$ cat config.mk
export PLATFORM = sky130hd
export DESIGN_NAME = between_to_in
export DESIGN_NICKNAME = d
export VERILOG_FILES = /design/src/rtl/between_pkg.sv /design/src/rtl/between_fifo.sv /design/src/rtl/between_to_in.sv
export SDC_FILE = /design/constraint.sdc
export NUM_CORES = 1
export LEC_CHECK = 0
export CORE_AREA = 5 5 90 92
export DETAILED_ROUTE_END_ITERATION = 16
export DIE_AREA = 0 0 95 97
export PLACE_DENSITY = 0.46
export SYNTH_ARGS = -nofsm -noshare
export SYNTH_HDL_FRONTEND = slang
export SYNTH_SLANG_ARGS = --single-unit
$ cat constraint.sdc
create_clock -name clk -period 3.76 [get_ports clk]
set_input_delay 1.128 -clock clk [delete_from_list [all_inputs] [get_ports clk]]
set_output_delay 1.128 -clock clk [all_outputs]
set_load 0.02 [all_outputs]
$ cat src/rtl/between_pkg.sv
// Shared definitions for the 8-wire inter-board link (transmit and receive sides).
// Contents: data width, handshake state encoding, and the line-to-byte mapping.
package between_pkg;

  localparam int unsigned DATA_W = 8;

  typedef enum logic {
    IDLE = 1'b0,
    ACK  = 1'b1
  } state_e;

  // t0 is the MSB of the byte, t7 the LSB.
  function automatic logic [DATA_W-1:0] lines_to_byte(
    input logic t0, input logic t1, input logic t2, input logic t3,
    input logic t4, input logic t5, input logic t6, input logic t7
  );
    return {t0, t1, t2, t3, t4, t5, t6, t7};
  endfunction

endpackage

$ cat src/rtl/between_fifo.sv
// First-word-fall-through byte FIFO for the link receive side.
// Ports:
//   clk, rst          clock, asynchronous active-high reset
//   push, din, full   write side; push ignored while full
//   pop, dout, empty  read side; dout holds the head byte, pop ignored while empty
//   level             number of bytes held
module between_fifo
  import between_pkg::*;
#(
  parameter int unsigned DEPTH = 4
) (
  input  logic                     clk,
  input  logic                     rst,
  input  logic                     push,
  input  logic [DATA_W-1:0]        din,
  output logic                     full,
  input  logic                     pop,
  output logic [DATA_W-1:0]        dout,
  output logic                     empty,
  output logic [$clog2(DEPTH):0]   level
);

  localparam int unsigned PTR_W = $clog2(DEPTH);
  localparam int unsigned CNT_W = PTR_W + 1;

  logic [DATA_W-1:0] mem_q [DEPTH];
  logic [PTR_W-1:0]  wr_ptr_q, wr_ptr_d;
  logic [PTR_W-1:0]  rd_ptr_q, rd_ptr_d;
  logic [PTR_W-1:0]  rd_next_c;
  logic [CNT_W-1:0]  count_q, count_d;
  logic [DATA_W-1:0] dout_q, dout_d;
  logic              push_c, pop_c;

  assign full   = (count_q == CNT_W'(DEPTH));
  assign empty  = (count_q == '0);
  assign push_c = push && !full;
  assign pop_c  = pop && !empty;
  assign dout   = dout_q;
  assign level  = count_q;

  // Pointer/count update and look-ahead of the head byte so dout is a flop.
  always_comb begin
    wr_ptr_d  = wr_ptr_q;
    rd_ptr_d  = rd_ptr_q;
    count_d   = count_q;
    dout_d    = dout_q;
    rd_next_c = rd_ptr_q + PTR_W'(1);

    if (push_c) wr_ptr_d = wr_ptr_q + PTR_W'(1);
    if (pop_c)  rd_ptr_d = rd_next_c;

    case ({push_c, pop_c})
      2'b10:   count_d = count_q + CNT_W'(1);
      2'b01:   count_d = count_q - CNT_W'(1);
      default: count_d = count_q;
    endcase

    // Next head: the byte behind the popped one, or the incoming byte if the
    // FIFO would otherwise have been empty.
    if (pop_c) begin
      if (count_q > CNT_W'(1)) dout_d = mem_q[rd_next_c];
      else if (push_c)         dout_d = din;
    end else if (push_c && empty) begin
      dout_d = din;
    end
  end

  always_ff @(posedge clk or posedge rst) begin
    if (rst) begin
      wr_ptr_q <= '0;
      rd_ptr_q <= '0;
      count_q  <= '0;
      dout_q   <= '0;
    end else begin
      wr_ptr_q <= wr_ptr_d;
      rd_ptr_q <= rd_ptr_d;
      count_q  <= count_d;
      dout_q   <= dout_d;
    end
  end

  // Storage is not reset.
  always_ff @(posedge clk) begin
    if (push_c) mem_q[wr_ptr_q] <= din;
  end

endmodule

$ cat src/rtl/between_to_in.sv
// Receive side of the 8-wire inter-board link: four-phase handshake on
// tsent/trecieve, one byte captured per tsent high phase into a FWFT FIFO,
// acknowledge withheld while the FIFO is full.
// Optional macro BETWEEN_RX_SYNC_EN: pass tsent through a two-flop synchronizer
// (needed when the sender is on another board or clock).
// Ports:
//   clk, rst              clock, asynchronous active-high reset
//   t0..t7                link data lines (t0 = MSB)
//   tsent                 sender strobe
//   trecieve              acknowledge to the sender
//   data_out, data_valid  head-of-FIFO byte and its valid flag
//   data_ready            consumer accepts data_out
//   level                 number of bytes held
module between_to_in
  import between_pkg::*;
#(
  parameter int unsigned DEPTH = 4
) (
  input  logic                    clk,
  input  logic                    rst,
  input  logic                    t0,
  input  logic                    t1,
  input  logic                    t2,
  input  logic                    t3,
  input  logic                    t4,
  input  logic                    t5,
  input  logic                    t6,
  input  logic                    t7,
  input  logic                    tsent,
  output logic                    trecieve,
  output logic [DATA_W-1:0]       data_out,
  output logic                    data_valid,
  input  logic                    data_ready,
  output logic [$clog2(DEPTH):0]  level
);

  logic   tsent_s;
  state_e state_q, state_d;
  logic   trecieve_q, trecieve_d;
  logic   push_c, pop_c, full_c, empty_c;

`ifdef BETWEEN_RX_SYNC_EN
  // Two-flop synchronizer on the strobe; data lines are stable by the time it lands.
  logic [1:0] sync_q, sync_d;

  always_comb sync_d = {sync_q[0], tsent};

  always_ff @(posedge clk or posedge rst) begin
    if (rst) sync_q <= '0;
    else     sync_q <= sync_d;
  end

  assign tsent_s = sync_q[1];
`else
  assign tsent_s = tsent;
`endif

  // Handshake: push once on entry to ACK, hold ACK until the strobe drops.
  always_comb begin
    state_d = state_q;
    push_c  = 1'b0;
    if (state_q == IDLE) begin
      if (tsent_s && !full_c) begin
        push_c  = 1'b1;
        state_d = ACK;
      end
    end else begin
      if (!tsent_s) state_d = IDLE;
    end
    trecieve_d = (state_d == ACK);
  end

  always_ff @(posedge clk or posedge rst) begin
    if (rst) begin
      state_q    <= IDLE;
      trecieve_q <= 1'b0;
    end else begin
      state_q    <= state_d;
      trecieve_q <= trecieve_d;
    end
  end

  assign trecieve   = trecieve_q;
  assign data_valid = !empty_c;
  assign pop_c      = data_ready && !empty_c;

  between_fifo #(
    .DEPTH (DEPTH)
  ) u_fifo (
    .clk   (clk),
    .rst   (rst),
    .push  (push_c),
    .din   (lines_to_byte(t0, t1, t2, t3, t4, t5, t6, t7)),
    .full  (full_c),
    .pop   (pop_c),
    .dout  (data_out),
    .empty (empty_c),
    .level (level)
  );

endmodule

# [Yosys cells after proc, flatten, opt, wreduce, memory -nomap -nowiden]
# Memories as Yosys holds them, arrays and structs flattened.
# Cells that the tools add are included.
[word_totals] out_inout_bits=13 mem_bits_rw=32 elab_cells=37 reg_bits=16 n_memories=1 inputBits=12
[mem_list] name="u_fifo.mem_q" depth=4 width=8 rd=1 rd_ports_with_merged_regs=0 write_ports=1 line="between_fifo.sv:26" source="logic [DATA_W-1:0] mem_q [DEPTH];"
[op_classes] n_mux=11 order_cmp=1 add_sub_neg=4 eq_ne=4 reduce_logical=11
[op_table] op="$mux 8" count=4
[op_table] op="$mux 1" count=6
[op_table] op="$pmux 3 s2" count=1
[op_table] op="$logic_and 1x1->1" count=5
[op_table] op="$add 2x1->2 const B" count=2
[op_table] op="$reduce_bool 2->1" count=2
[op_table] op="$add 3x1->3 const B" count=1
[op_table] op="$eq 3x3->1 const B" count=1
[op_table] op="$gt 3x1->1 const B" count=1
[op_table] op="$logic_not 3->1" count=1
[op_table] op="$ne 3x2->1 const B" count=1
[op_table] op="$sub 3x1->3 const B" count=1
[op_table] op="$eq 2x1->1 const B" count=1
[op_table] op="$eq 2x2->1 const B" count=1
[op_table] op="$logic_not 1->1" count=2
[op_table] op="$reduce_and 2->1" count=1

# [Longest topological paths before layout]
[depth] word_depth=9 ltp_mapped=8 depth_no_buf=8

# [By module]
# Synthesis repeated with hierarchy kept, for this count alone.
[unflattened] cells_unflattened=129 hier_area_um2=2183.3
[modules_own_cells] mod="between_fifo" n_inst=1 cells_each=122 area_per_inst_um2=2125.8 seq_area_each_um2=1336.3
[modules_own_cells] mod="between_to_in" n_inst=1 cells_each=7 area_per_inst_um2=57.6 seq_area_each_um2=25.0

# [Least setup slack after synthesis]
# OpenSTA, ideal clock, no wires.
[synth_timing] path_kind="input to register" start="input port tsent" end="register u_fifo.count_q[2], in the netlist u_fifo.level[2]" stages=7 path_buffers=0 arrival_time_ns=2.142 path_slack_ns=1.482 required_ns=3.624 setup_ns=0.136 cell_sequence="nand2b_1 > a21oi_1 > inv_1 > ha_1 > mux2i_1 > nor2_1 > xor2_1"
[synth_via] elab_chain_len=6 elab_cells_between_ends=8 cone_classes="eq/ne (2); mux (3); reduce/logical (3)"
[synth_lines] item="from (decl)" line="between_to_in.sv:29" source="input logic tsent,"
[synth_lines] item="$logic_and 1x1->1 *" line="between_to_in.sv:63" source="if (tsent_s && !full_c) begin"
[synth_lines] item="$mux 1 *" line="between_to_in.sv:63"
[synth_lines] item="$mux 1 *" line="between_to_in.sv:62" source="if (state_q == IDLE) begin"
[synth_lines] item="$logic_and 1x1->1 *" line="between_fifo.sv:36" source="assign push_c = push && !full;"
[synth_lines] item="$eq 2x1->1 or $eq 2x2->1 (tied branches)" line="between_fifo.sv:52" source="case ({push_c, pop_c})"
[synth_lines] item="$pmux 3 s2 or $reduce_bool 2->1 (tied branches)"
[synth_lines] item="to (signal assigned)" line="between_fifo.sv:77" source="count_q <= count_d;"
[synth_lines] item="to (decl)" line="between_fifo.sv:30" source="logic [CNT_W-1:0] count_q, count_d;"
# Mark *: on every way between the ends. The rest lies on a longest branch, timed or not.
# A chain may end at the register's enable or synchronous reset.

# [Worst setup path after layout]
[layout_timing] start="register u_fifo.count_q[0], in the netlist u_fifo.level[0]" end="output port data_valid"
[layout_via] elab_chain_len=2
[layout_lines] item="$logic_not 3->1" line="between_fifo.sv:35" source="assign empty = (count_q == '0);"
[layout_lines] item="$logic_not 1->1" line="between_to_in.sv:84" source="assign data_valid = !empty_c;"
[layout_lines] item="to (decl)" line="between_to_in.sv:32" source="output logic data_valid,"
# No other way between the ends.

==> out/qor.yml <==
run_status:
  status: "finished, final reports clean"
placed_design:
  io_buffers: 24
  dp_hpwl_mm: 2.72
  place_congestion: 0.745
synthesis:
  netlist_top_cells_count: "edfxtp_1, dfrtp_1, ha_1"
  yosysTopAreaCell: "edfxtp_1"
  synth-edff-count: 32
  synth.area.mux_share_pct: 19.1
  synth-simple-area-share_pct: 3.65
  synth_top_family_by_area: "multiplexers"
  synth.yosys.seq_area_share_pct: 65.1
  yosysMostFrequentCell: "edfxtp_1"
  ys_ff_latch: 48
  synth_compound_area_share_pct: 2.21
  synth_flop_cell: "edfxtp_1"
  synth-xor-area-share_pct: 2.51
  synth_area_sq_um: 2090
  syn_inst: 117
  syn_nets: 138
  synth_area_leaders: "edfxtp_1, dfrtp_1, mux4_2, mux2_4, ha_1"
  ys_async_sr_fraction_pct: 33.3
  synthAdderAreaFrac_pct: 5.38
  avgSynthCellArea_sq_um: 17.9
  yosysUniqueCellTypes: 24
  yosysWarnings: 0
  synth_top_area_share_pct: 45.9
cells_and_area:
  nFillCells: 702
  antenna-diode-count: 0
  areaGrowthSynthToFinish_pct: 22.8
  layout-drive-gt1-share_pct: 22.6
  layout.nets: 166
  post-route-util_pct: 36.0
sta:
  setup-violations-final: 0
  max_clock_freq_ghz: 0.336
  tightest_slew_ns: 0.689
  fin_skew_ns: 0.00791
  fin_crit_sh_pct: 79.1
  fin_setup_tns_ns: 0
  hold_violations: 0
  rsz0062_at_grt: "no"
  min_period_ns: 2.97
  max_slew_margin_pct: 54.0
  drv_slew: 0
power_and_ir_drop:
  ir_drop_uv: 219
  p_leak_nw: 0.962
  sw_frac_of_total_pct: 30.1
  p_switching_mw: 0.596
  pwr-share-clk_pct: 21.6
  comb_power_share_pct: 37.2
  pwr-share-seq_pct: 41.2
  p_int_mw: 1.38
  power_density_nw_per_um2: 771
critical_path:
  critPathMaxFanout: 5
  r2r_cells: 7
  worstSetupStartpointType: "flop"
  r2r-end: "u_fifo.level[2]"
  cp-end-kind: "output pin"
  crit_arrival_ns: 1.85
  worstPathRequired_ns: 2.63
  rr_startpoint: "u_fifo.level[0]"
  reg2reg_slack_ns: 1.57
  critPathKind: "reg2out"
grt:
  first_global_vias: 1122
  grt_pass1_wl_mm: 6.20
  grt_use_total_pct: 9.11
  globalRouteOverflowTotal: 0
  antenna_found_initial: 0
  grt_max_degree: 17
cts:
  ctsHoldBuffers: 0
  h-tree-depth: 2
  clkTransAtPathRegs_ns: 0.08
  clock_sinks: 48
  cts_buffers: 5
  cts_buffer_depth: 2
  cts_tree: "yes"
  clockRootBuffer: "clkbuf_8"
  cts_resized: 0
  clock_latency_ns: 0.29
  cts_setup_buffers: 0
detailed_routing:
  vias: 1036
  firstDrtPassIters: 4
  routed_wirelength_mm: 3.86
  vias_per_cell: 4.23
  drtIter0Drc: 17
  drtAntennaViolNets: 0
  routedWlPerCell_microns: 15.7
  route.detailed.drc: 0
floorplanning:
  initial_core_util_pct: 29.3
  fp.dieArea_sq_um: 9220
  num_rows: 31
  io_pins: 25
  dieWidth_microns: 95
  die_h_microns: 97
  core_sq_um: 7140
hold_path:
  hold_start: "trecieve"
  hp-class: "reg2reg"
  min_to: "trecieve"
  min_path_cells: 1
job:
  max_cap_violations: 0
final cells by class:
class | count | area, sq um | area share (%)
clock buffer | 6 | 72.6 | 2.83
timing repair buffer | 24 | 240 | 9.35
tap | 99 | 124 | 4.82
multi-input combinational | 60 | 688 | 26.8
clock inverter | 2 | 60.1 | 2.34
inverter | 6 | 22.5 | 0.877
sequential | 48 | 1360 | 53.0
how the worst max path moves through the flow:
stage,from,end,slack (ns),cells past startpoint
2_1_floorplan,tsent,u_fifo.level[2],1.48,7
3_3_place_gp,tsent,u_fifo.level[2],0.81,7
3_5_place_dp,tsent,u_fifo.mem_q[2][4],0.72,4
4_1_cts,u_fifo.level[0],data_valid,0.76,4
5_1_grt,u_fifo.level[0],data_valid,0.71,4
6_report,u_fifo.level[0],data_valid,0.79,4
worst max-delay path, stage by stage, from the launching register on:
cell and delay (ns):
dfrtp_1 0.45, inv_1 0.11, ha_1 0.29, nand2b_4 0.10
clkdlybuf4s50_1 0.60
power groups by stage:
stage	combinational [mW]	sequential, mW	clock, mW
detailed placement	0.750	0.832	0
CTS	0.754	0.821	0.443
global placement	0.743	0.828	0
global route	0.801	0.836	0.464
floorplan	0.483	0.843	0
finish	0.737	0.815	0.427
metrics by stage:
stage / std cells / worst slack [ns] / power (mW) / cell area [sq um] / hold WS [ns]
5_1_grt: 245 / 0.714 / 2.10 / 2570 / 0.557
6_report: 245 / 0.787 / 1.98 / 2570 / 0.525
3_5_place_dp: 237 / 0.715 / 1.58 / 2440 / 0.513
3_3_place_gp: 237 / 0.808 / 1.57 / 2440 / 0.510
2_1_floorplan: 117 / 1.48 / 1.33 / 2090 / 0.580
4_1_cts: 245 / 0.764 / 2.02 / 2570 / 0.535
layout by cell type, fill, tap and decap left out, drive strengths merged, types with 5 or more instances in the layout:
cell type      synthesis  routed
clkbuf                 1       6
mux4                   8       8
ha                     9       9
and2                   5       5
clkdlybuf4s50          0      24
dfrtp                 16      16
edfxtp                32      32
inv                    6       6
mux2                  16      16
cell families (layout without fill, tap and decap cells):
group,Yosys count,count (layout)
and+or+nand+nor,13,13
AOI/OAI and AO/OA,7,7
xor gates and xnor gates,6,6
buffers and inverters,9,38
adders and majority gates,9,9
muxes,25,25
DFF,48,48
per-layer routing:
metal	GRT usage, %	share of wire (%)	vias up	wire (microns)
met1	11.1	44	529	1700
met5	0	0	-	0
met3	2.79	3.3	2	129
met2	15.0	52	19	2000
li1	-	-	486	-
met4	3.33	0.62	0	24
state kept, by name, indices dropped and copies added (netlist names):
| signal | cells |
|---|---|
| u_fifo.dout | 8 |
| u_fifo.level | 3 |
| u_fifo.mem_q | 32 |
| trecieve | 1 |
| u_fifo.rd_ptr_q | 2 |
| u_fifo.wr_ptr_q | 2 |
No activity file was read; power rests on OpenSTA's default activity.
